==> src/rtl/slice_sequencer.sv <==
// slice_sequencer
//   Takes packed words over a valid/ready handshake. Each word is split into
//   an upper field (word[DATA_W-1:LO_W]) and a lower field (word[LO_W-1:0]).
//   The two fields go out one at a time on a shared output lane. Each field
//   is tagged with its field id, and the second field of a word is flagged
//   as last. Only one word is in flight at a time.
//
// Ports
//   clk        rising-edge clock
//   rst_n      asynchronous active-low reset
//   in_valid   input word valid
//   in_ready   block can accept a word (IDLE only)
//   in_data    packed word, DATA_W bits
//   in_lo_1st  1: emit lower field first (sampled with the word)
//   out_valid  field valid on out_data
//   out_ready  consumer accepts field
//   out_data   field, HI_W bits; lower field is zero-extended
//   out_tag    0 = upper field, 1 = lower field
//   out_last   field is the second (final) field of its word
//   word_done  one-cycle pulse after the final field handshake
//   word_cnt   completed-word counter, wraps silently
module slice_sequencer #(
   parameter int unsigned DATA_W = 8,
   parameter int unsigned LO_W   = 3,
   parameter int unsigned CNT_W  = 8,
   localparam int unsigned HI_W  = DATA_W - LO_W
) (
   input  logic              clk,
   input  logic              rst_n,
   input  logic              in_valid,
   output logic              in_ready,
   input  logic [DATA_W-1:0] in_data,
   input  logic              in_lo_1st,
   output logic              out_valid,
   input  logic              out_ready,
   output logic [HI_W-1:0]   out_data,
   output logic              out_tag,
   output logic              out_last,
   output logic              word_done,
   output logic [CNT_W-1:0]  word_cnt
);

   generate
      if (!(LO_W < DATA_W) || !(LO_W <= HI_W)) begin : g_param_check
         $error("slice_sequencer: requires LO_W < DATA_W and LO_W <= DATA_W-LO_W");
      end
   endgenerate

   typedef enum logic [1:0] {IDLE, FIRST, SECOND} state_t;

   state_t            state_q, state_d;
   logic [DATA_W-1:0] word_q;
   logic              lo_1st_q;
   logic              accept, fire_first, fire_second;
   logic [HI_W-1:0]   in_hi, in_lo, q_hi, q_lo;

   // Field views of the incoming word and of the latched word.
   // The width cast zero-extends the lower field to the lane width.
   assign in_hi = in_data[DATA_W-1:LO_W];
   assign in_lo = HI_W'(in_data[LO_W-1:0]);
   assign q_hi  = word_q[DATA_W-1:LO_W];
   assign q_lo  = HI_W'(word_q[LO_W-1:0]);

   always_ff @(posedge clk or negedge rst_n) begin
      if (!rst_n) state_q <= IDLE;
      else        state_q <= state_d;
   end

   always_comb begin
      state_d     = state_q;
      in_ready    = 1'b0;
      out_valid   = 1'b0;
      accept      = 1'b0;
      fire_first  = 1'b0;
      fire_second = 1'b0;
      case (state_q)
         IDLE: begin
            in_ready = 1'b1;
            accept   = in_valid;
            if (in_valid) state_d = FIRST;
         end
         FIRST: begin
            out_valid  = 1'b1;
            fire_first = out_ready;
            if (out_ready) state_d = SECOND;
         end
         SECOND: begin
            out_valid   = 1'b1;
            fire_second = out_ready;
            if (out_ready) state_d = IDLE;
         end
         default: state_d = IDLE;
      endcase
   end

   // The output fields are registered. The first field is loaded straight
   // from in_data on the accept edge, so it is valid in the cycle after the
   // accept. The second field is loaded from the latched word on the
   // first-field handshake.
   always_ff @(posedge clk or negedge rst_n) begin
      if (!rst_n) begin
         word_q    <= '0;
         lo_1st_q  <= 1'b0;
         out_data  <= '0;
         out_tag   <= 1'b0;
         out_last  <= 1'b0;
         word_done <= 1'b0;
         word_cnt  <= '0;
      end else begin
         word_done <= 1'b0;
         if (accept) begin
            word_q   <= in_data;
            lo_1st_q <= in_lo_1st;
            out_data <= in_lo_1st ? in_lo : in_hi;
            out_tag  <= in_lo_1st;
            out_last <= 1'b0;
         end else if (fire_first) begin
            out_data <= lo_1st_q ? q_hi : q_lo;
            out_tag  <= ~lo_1st_q;
            out_last <= 1'b1;
         end else if (fire_second) begin
            word_done <= 1'b1;
            word_cnt  <= word_cnt + CNT_W'(1);
         end
      end
   end

endmodule

==> config.mk <==
export PLATFORM = sky130hd
export DESIGN_NAME = slice_sequencer
export DESIGN_NICKNAME = d
export VERILOG_FILES = /design/src/rtl/slice_sequencer.sv
export SDC_FILE = /design/constraint.sdc
export NUM_CORES = 1
export LEC_CHECK = 0
export BUFFER_PORTS_ARGS = -buffer_cell sky130_fd_sc_hd__buf_2
export CORE_MARGIN = 3
export CORE_UTILIZATION = 45
export DETAILED_ROUTE_END_ITERATION = 8
export GPL_ROUTABILITY_DRIVEN = 0
export GPL_TIMING_DRIVEN = 0
export HOLD_SLACK_MARGIN = 0.03
export PLACE_DENSITY = 0.71
export SLEW_MARGIN = 20
export SYNTH_ARGS = -nofsm -noshare
export SYNTH_HDL_FRONTEND = slang
export SYNTH_SLANG_ARGS = --single-unit
==> constraint.sdc <==
create_clock -name clk -period 1.6 [get_ports clk]
set_input_delay 0.32 -clock clk [delete_from_list [all_inputs] [get_ports clk]]
set_output_delay 0.32 -clock clk [all_outputs]
set_load 0.05 [all_outputs]
Word-level counts from Yosys, hierarchy flattened
Cells that the tools add are included.
{"block": "totals", "ff_bits": 27, "out_inout_bits": 18, "input_bits": 13}
{"block": "op_classes", "n_mux": 20, "bitwise": 3, "n_addsub": 1, "eq_ne": 5, "reduce_logical": 5}
{"op": "two-way mux 5 bit", "n": 4}
{"op": "two-way mux 1 bit", "n": 12}
{"op": "adder 8 x 1 -> 8 bit (second input constant)", "n": 1}
{"op": "two-way mux 2 bit", "n": 3}
{"op": "!= test 2 bit (second input constant)", "n": 3}
{"op": "one-hot mux 2 bit (3 select lines)", "n": 1}
{"op": "AND reduction 3 bit", "n": 2}
{"op": "NOT 1 bit", "n": 3}
{"op": "equality test 2 x 1 -> 1 bit (second input constant)", "n": 1}
{"op": "equality test 2 bit (second input constant)", "n": 1}
{"op": "zero test 2 bit", "n": 1}
{"op": "nonzero test 2 bit", "n": 1}
{"op": "OR reduction 2 bit", "n": 1}

Depth between registers and ports, before layout
Gate-level depths: netlist of run 1.
{"block": "logic_depth", "depth_word": 5, "depth_mapped": 7}

Worst setup path before layout of run 1
Ideal clock, no wire load.
{"block": "synth_path", "path_type": "flip-flop to flip-flop", "startpoint": "register state_q[0]", "endpoint": "register word_cnt[1]", "setup_ns": 0.128, "synth_period_minus_slack_ns": 1.863, "path_buffers": 1, "required_ns": 1.472, "t_arrival_ns": 1.735, "path_stages_with_launch": 7, "setup_slack_ns": -0.263, "path_cell_list": "dfrtp_1 > inv_1 > ha_1 > and2_4 > buf_6 > nor3_4 > mux2_1"}
{"block": "synth_via", "elab_chain_cells": 4, "word_cells_on_any_way": 9}
{"element": "start: declaration", "line": "51", "rtl": "state_t state_q, state_d;"}
{"element": "start signal: assignment", "line": "66", "rtl": "else state_q <= state_d;"}
{"element": "equality test 2 x 1 -> 1 bit / zero test 2 bit (equally long branches)", "line": "76", "rtl": "case (state_q)"}
{"element": "two-way mux 1 bit", "line": "76"}
{"element": "NOT 1 bit (no source line)"}
{"element": "AND reduction 3 bit (no source line) (*)"}
{"element": "end signal: assignment", "line": "123", "rtl": "word_cnt <= word_cnt + CNT_W'(1);"}
{"element": "end: declaration", "line": "40", "rtl": "output logic [CNT_W-1:0] word_cnt"}
Mark *: on every way between the ends. The rest lies on a longest branch, timed or not.
A chain may end at the register's enable or synchronous reset.

Final worst setup path of run 1
{"block": "layout_path", "startpoint": "register state_q[0]", "endpoint": "output out_valid"}
{"block": "layout_via", "elab_chain_cells": 3, "word_cells_on_any_way": 4}
{"element": "equality test 2 bit / equality test 2 x 1 -> 1 bit (equally long branches)", "line": "76"}
{"element": "OR reduction 2 bit (no source line) (*)"}
{"element": "two-way mux 1 bit (*)", "line": "76"}
{"element": "end: declaration", "line": "34", "rtl": "output logic out_valid,"}
Marked as above.

==> impl_metrics.py, run 1 <==
metrics = {
    "final_layout": {
        "multi_input_area_sq_um": 609,
        "fin_cells": 194,
        "regArea_sq_um": 676,
        "syn2layout_area_growth_pct": 22.6,
        "layout_commonest_cell": "nand2_1",
        "fillers": 237,
        "antenna_cells": 0,
        "layout.nets": 184,
        "layout_common_cells": "nand2_1, buf_2, dfrtp_1",
        "drive_above_1_share_pct": 33.5,
        "final_area_sq_mm": 0.00160,
        "final_core_util_pct": 61.4,
    },
    "global_routing": {
        "grt_pass1_wl_microns": 4430,
        "grt_pass1_vias": 980,
        "antenna_found_initial": 0,
        "grt_max_degree": 28,
        "gr-total-overflow": 0,
        "grtUsageTotal_pct": 16.5,
    },
    "clock_network": {
        "clock-sinks": 27,
        "cts_buffers": 3,
        "cts_max_level": 1,
        "cts_tree": "done",
        "path_clk_slew_ns": 0.14,
        "clockRootBuffer": "clkbuf_4",
        "insertion_delay_ns": 0.33,
        "clockBufferDepth": 2,
    },
    "setup_path": {
        "crit_fanout": 4,
        "worstSetupEndpointType": "output port",
        "cp.arrival_ns": 1.25,
        "reg2regPathDepth": 5,
        "path_class": "reg -> out",
        "cp_data_required_time_ns": 1.28,
        "start_kind": "flop",
    },
    "routing": {
        "num_vias": 1017,
        "dr.first_iter.drc_count": 15,
        "wl_per_cell_microns": 14.0,
        "routed_wirelength_microns": 2730,
        "drc_errors": 0,
        "viasPerCell": 5.24,
        "first_pass_iters": 4,
        "ant_nets": 0,
    },
    "placement": {
        "postPlaceCellArea_sq_mm": 0.00150,
        "numPortBuffers": 29,
        "hpwl_microns": 2010,
        "placed_cells": 185,
    },
    "floorplanning": {
        "num_io_pins": 31,
        "fp-row-count": 18,
        "dieHeight_microns": 59.9,
        "die_area_sq_mm": 0.00359,
        "start_util_pct": 50.0,
        "die_w_microns": 59.9,
        "core_area_sq_mm": 0.00261,
    },
    "synthesis": {
        "yosys_warnings": 0,
        "synth_cell_type_count": 29,
        "syn-cell-area_sq_mm": 0.00131,
        "syn_avg_cell_area_sq_um": 10.4,
        "synthArstFlopShare_pct": 100,
        "yosysSeqAreaShare_pct": 51.7,
        "synth_cells": 126,
        "syn_nets": 145,
        "synth_seq_cells": 27,
        "yosys_most_used_dff": "dfrtp_1",
        "synth_edf_count": 0,
    },
    "power_and_ir_drop": {
        "ir_worst_vdd_mv": 1.52,
        "p_leak_uw": 0.000838,
        "p_per_area_mw_per_mm2": 2080,
    },
    "timing": {
        "finalHoldViolations": 0,
        "finalCritPeriodShare_pct": 98.3,
        "maxSlewHeadroom_pct": 60.4,
        "fin_skew_ns": 0.00355,
        "fin_crit_ns": 1.57,
        "grt_setup_unrepaired": "true",
        "slew_viol_final": 0,
        "setup_violations": 0,
        "hold_ws_ns": 0.187,
        "tightest_slew_ns": 0.594,
        "timing.fmax_mhz": 636,
    },
    "outcome": {
        "outcome": "finished clean",
    },
    "worst_hold_path": {
        "hp-class": "in -> reg",
        "hold_depth": 3,
    },
    "flow_run": {
        "maxCapViolations": 0,
    },
}
## what timing repair did
action | 4_1_cts | 5_1_grt
endpoints found under the setup margin | 7 | 13
hold buffers | 1 | 0
pin swaps | 1 | 2
cloned | 0 | 0
buffers inserted | 1 | 4
resized for setup | 5 | 7
endpoints found under the hold margin | 27 | 0
## per-stage QoR
| stage | setup slack (ns) | total power, uW | setup TNS, ns |
|---|---|---|---|
| floorplan | 0.00463 | 2510 | 0 |
| global placement | 0.0296 | 2780 | 0 |
| detailed placement | -0.0296 | 2870 | -0.0627 |
| CTS | 0.00717 | 3250 | 0 |
| global route | -0.0347 | 3560 | -0.0347 |
| finish | 0.0270 | 3330 | 0 |
## metal layers
metal / track usage (%) / vias to the layer above / wire length (microns)
li1: - / 496 / -
met2: 29.0 / 20 / 1390
met3: 2.59 / 6 / 101
met1: 20.4 / 495 / 1200
met5: 0 / - / 0
met4: 5.70 / 0 / 35
## cells by family after synthesis
group	synth area share [%]
fa+ha+maj	5.74
compound gates	6.79
mux	8.23
buf+inv	4.02
flops	51.7
simple gates	18.9
xor+xnor	4.69
## final timing paths
path / endpoint / startpoint / slack (ns)
min in group asynchronous: word_cnt[0]$_DFFE_PN0P_ / rst_n / 0.51
worst max-delay path: out_valid / state_q[0]$_DFFE_PN0P_ / 0.03
worst min register to register: word_cnt[7]$_DFFE_PN0P_ / word_cnt[7]$_DFFE_PN0P_ / 0.48
worst max register to register: word_cnt[1]$_DFFE_PN0P_ / state_q[0]$_DFFE_PN0P_ / 0.08
max in group asynchronous: word_q[1]$_DFFE_PN0N_ / rst_n / 0.70
worst min-delay path: word_q[4]$_DFFE_PN0N_ / in_data[4] / 0.19
## worst max-delay path: stages (launching register included)
cell,delay [ns]
dfrtp_1,0.44
inv_2,0.08
ha_4,0.27
buf_8,0.13
## registers in the layout (all words and copies together), names as in the netlist
signal     flops
word_cnt       8
word_q         8
out_data       5
state_q        2
lo_1st_q       1
out_last       1
out_tag        1
word_done      1
## cells in the mapped netlist, drive strengths merged, types with 2 or more instances
cell type | count | area, sq um
nor2b | 3 | 18.8
nor3 | 3 | 26.3
o21ai | 2 | 10.0
xor2 | 3 | 26.3
a31oi | 2 | 12.5
buf | 4 | 26.3
nand4 | 3 | 18.8
dfrtp | 27 | 676
mux2i | 4 | 40.0
nand3 | 2 | 10.0
mux2 | 6 | 67.6
a21oi | 6 | 30.0
inv | 6 | 22.5
ha | 6 | 75.1
xnor2 | 4 | 35.0
nand2 | 31 | 116
nor2 | 3 | 11.3
a211oi | 3 | 22.5
## area by class of cell
class / count / area share (%)
plain buffers: 4 / 1.41
clock buffers: 4 / 1.64
repair buffers: 35 / 13.0
well taps: 30 / 2.34
multi-input cells: 88 / 38.0
flip-flops and latches: 27 / 42.2
inverters: 6 / 1.41
## power breakdown
group	internal [uW]	leakage (uW)	total [uW]	switching, uW
clock network	97.9	0.0000150	298	201
logic	673	0.000488	1880	1200
registers	951	0.000335	1150	201
total	1720	0.000838	3330	1610
(Power assumes the default switching activity.)
==> run 2: changes to the inputs <==
- clock period: 1.6 -> 1.4 ns (I/O delays scaled with it)
==> run 2 against run 1 <==
  * The flow now finishes with violations (negative setup slack)
  * Worst hold slack got worse by 0.019 ns
  * Worst setup slack got worse by 0.13 ns
  * Largest cell class unchanged
  * Design area rose by 4.4%
  * Critical endpoint is now state_q[0]$_DFFE_PN0P_
  * Non-clock buffer count rose by 3
  * Clock power rose by 6.7%
  * Global-route usage rose by 0.32 points
  * Die area did not move
==> impl_metrics.py, run 2 (synthesis gave the netlist of run 1 again) <==
metrics = {
    "setup_path": {
        "cp_slowest_stage_delay_ns": 0.42,
        "cp_data_required_time_ns": 1.61,
        "start_kind": "flop",
        "path_cells": "inv_2 -> ha_1 -> buf_6 -> nor2_1 -> o22ai_2 -> mux2_2",
        "path_class": "reg -> reg",
        "slowest_stage": "dfrtp_1",
        "cp.arrival_ns": 1.71,
        "crit_fanout": 6,
        "worstSetupEndpointType": "flop",
    },
    "timing": {
        "grt_setup_unrepaired": "true",
        "fin_skew_ns": 0.00141,
        "finalCritPeriodShare_pct": 107,
        "timing.fmax_mhz": 666,
        "fin_ws_ns": -0.101,
        "maxSlewHeadroom_pct": 60.2,
        "slew_viol_final": 0,
        "tightest_slew_ns": 0.596,
        "setup_violations": 12,
        "fin_tns_setup_ns": -0.774,
        "finalHoldViolations": 0,
        "fin_crit_ns": 1.50,
    },
    "final_layout": {
        "antenna_cells": 0,
        "final_core_util_pct": 64.0,
        "layout_common_cells": "nand2_1, buf_2, dfrtp_1",
        "drive_above_1_share_pct": 38.3,
        "layout.nets": 187,
        "top_regs": "word_cnt: 8 flops, word_q: 8 flops, out_data: 5 flops",
        "syn2layout_area_growth_pct": 27.9,
        "layout_commonest_cell": "nand2_1",
    },
    "routing": {
        "routed_wirelength_microns": 2810,
        "m1WireLength_microns": 1190,
        "ant_nets": 0,
        "drc_errors": 0,
        "wl_met2_microns": 1490,
        "first_pass_iters": 4,
        "dr.first_iter.drc_count": 25,
        "top_layer_used": "met4",
        "viasPerCell": 5.27,
        "num_vias": 1039,
        "wl_met3_microns": 116,
        "wl_per_cell_microns": 14.2,
    },
    "clock_network": {
        "path_clk_slew_ns": 0.13,
        "cts_max_level": 1,
        "cts_tree": "done",
        "insertion_delay_ns": 0.31,
        "clock-sinks": 27,
        "clockRootBuffer": "clkbuf_4",
        "clockBufferDepth": 2,
        "cts_buffers": 3,
    },
    "placement": {
        "hpwl_microns": 1930,
        "numPortBuffers": 29,
    },
    "floorplanning": {
        "num_io_pins": 31,
        "die_area_sq_mm": 0.00359,
        "core_area_sq_mm": 0.00261,
        "fp-row-count": 18,
        "die_w_microns": 59.9,
        "dieHeight_microns": 59.9,
        "start_util_pct": 50.0,
    },
    "global_routing": {
        "grt_pass1_vias": 1031,
        "grt_pass1_wl_microns": 4550,
        "grtUsageTotal_pct": 16.8,
        "antenna_found_initial": 0,
        "gr-total-overflow": 0,
        "grt_max_degree": 28,
    },
    "power_and_ir_drop": {
        "intPower_uw": 2100,
        "comb_power_share_pct": 58.9,
        "ir_worst_vdd_mv": 1.72,
        "p_per_area_mw_per_mm2": 2370,
        "seqPwrFrac_pct": 33.1,
        "power_frac_clock_pct": 8.0,
        "p_leak_uw": 0.000862,
        "switchingPower_uw": 1860,
        "switching_share_pct": 47.0,
    },
    "worst_hold_path": {
        "hp-class": "in -> reg",
    },
    "flow_run": {
        "maxCapViolations": 0,
    },
    "outcome": {
        "violations": "negative setup slack",
        "outcome": "finished, violations left",
    },
}
## run 2: routing by layer
layer  up-vias  GRT usage [%]
met3         2           3.02
li1        509              -
met5         -              0
met1       507           20.7
met2        21           29.9
met4         0           4.75
## run 2: area by class of cell
type                       count  area (sq um)
timing repair buffer          38           240
multi-input combinational     88           634
clock buffer                   4          26.3
tap                           30          37.5
fill                         219           940
sequential                    27           677
buffer                         4          35.0
inverter                       6          22.5
## run 2: final timing paths
check / cells after the start / to / slack [ns] / startpoint
hold / removal: 3 / word_q[0]$_DFFE_PN0N_ / 0.17 / in_data[0]
setup reg to reg: 6 / state_q[0]$_DFFE_PN0P_ / -0.10 / state_q[1]$_DFFE_PN0P_
setup / recovery: 6 / state_q[0]$_DFFE_PN0P_ / -0.10 / state_q[1]$_DFFE_PN0P_
hold reg to reg: 1 / word_cnt[7]$_DFFE_PN0P_ / 0.49 / word_cnt[7]$_DFFE_PN0P_
min in group asynchronous: 2 / word_cnt[6]$_DFFE_PN0P_ / 0.49 / rst_n
max in group asynchronous: 2 / word_cnt[0]$_DFFE_PN0P_ / 0.49 / rst_n
## run 2: critical path: cells and delay by family (launching register included)
kind | cells | cell delay (ns)
adder cells (fa/ha/maj) | 1 | 0.17
buffers and inverters | 2 | 0.24
AO/OA/AOI/OAI | 1 | 0.17
AND/OR/NAND/NOR | 1 | 0.05
multiplexers | 1 | 0.35
flip-flops | 1 | 0.42
## run 2: metrics by stage
stage,area [sq um],std cells,total power [uW],hold WS [ns],setup slack [ns]
after floorplan,1340,126,2930,-0.0156,-0.122
after global placement,1520,185,3230,0.312,-0.138
after detailed placement,1520,185,3310,0.323,-0.209
after CTS,1630,196,3880,0.150,-0.0942
after global routing,1670,197,4230,0.149,-0.161
final,1670,197,3960,0.168,-0.101
## run 2: power groups by stage
stage	registers (uW)	clock network (uW)	logic (uW)
6_report	1310	318	2330
5_1_grt	1350	374	2510
4_1_cts	1310	342	2230
3_5_place_dp	1330	0	1970
3_3_place_gp	1310	0	1920
2_1_floorplan	1830	0	1090
## run 2: repair_timing
action | CTS | global route
pin swaps | 3 | 1
endpoints found under the setup margin | 23 | 30
gates resized for setup | 11 | 14
setup buffers | 7 | 1
hold buffers | 1 | 0
hold endpoints to repair | 27 | 0
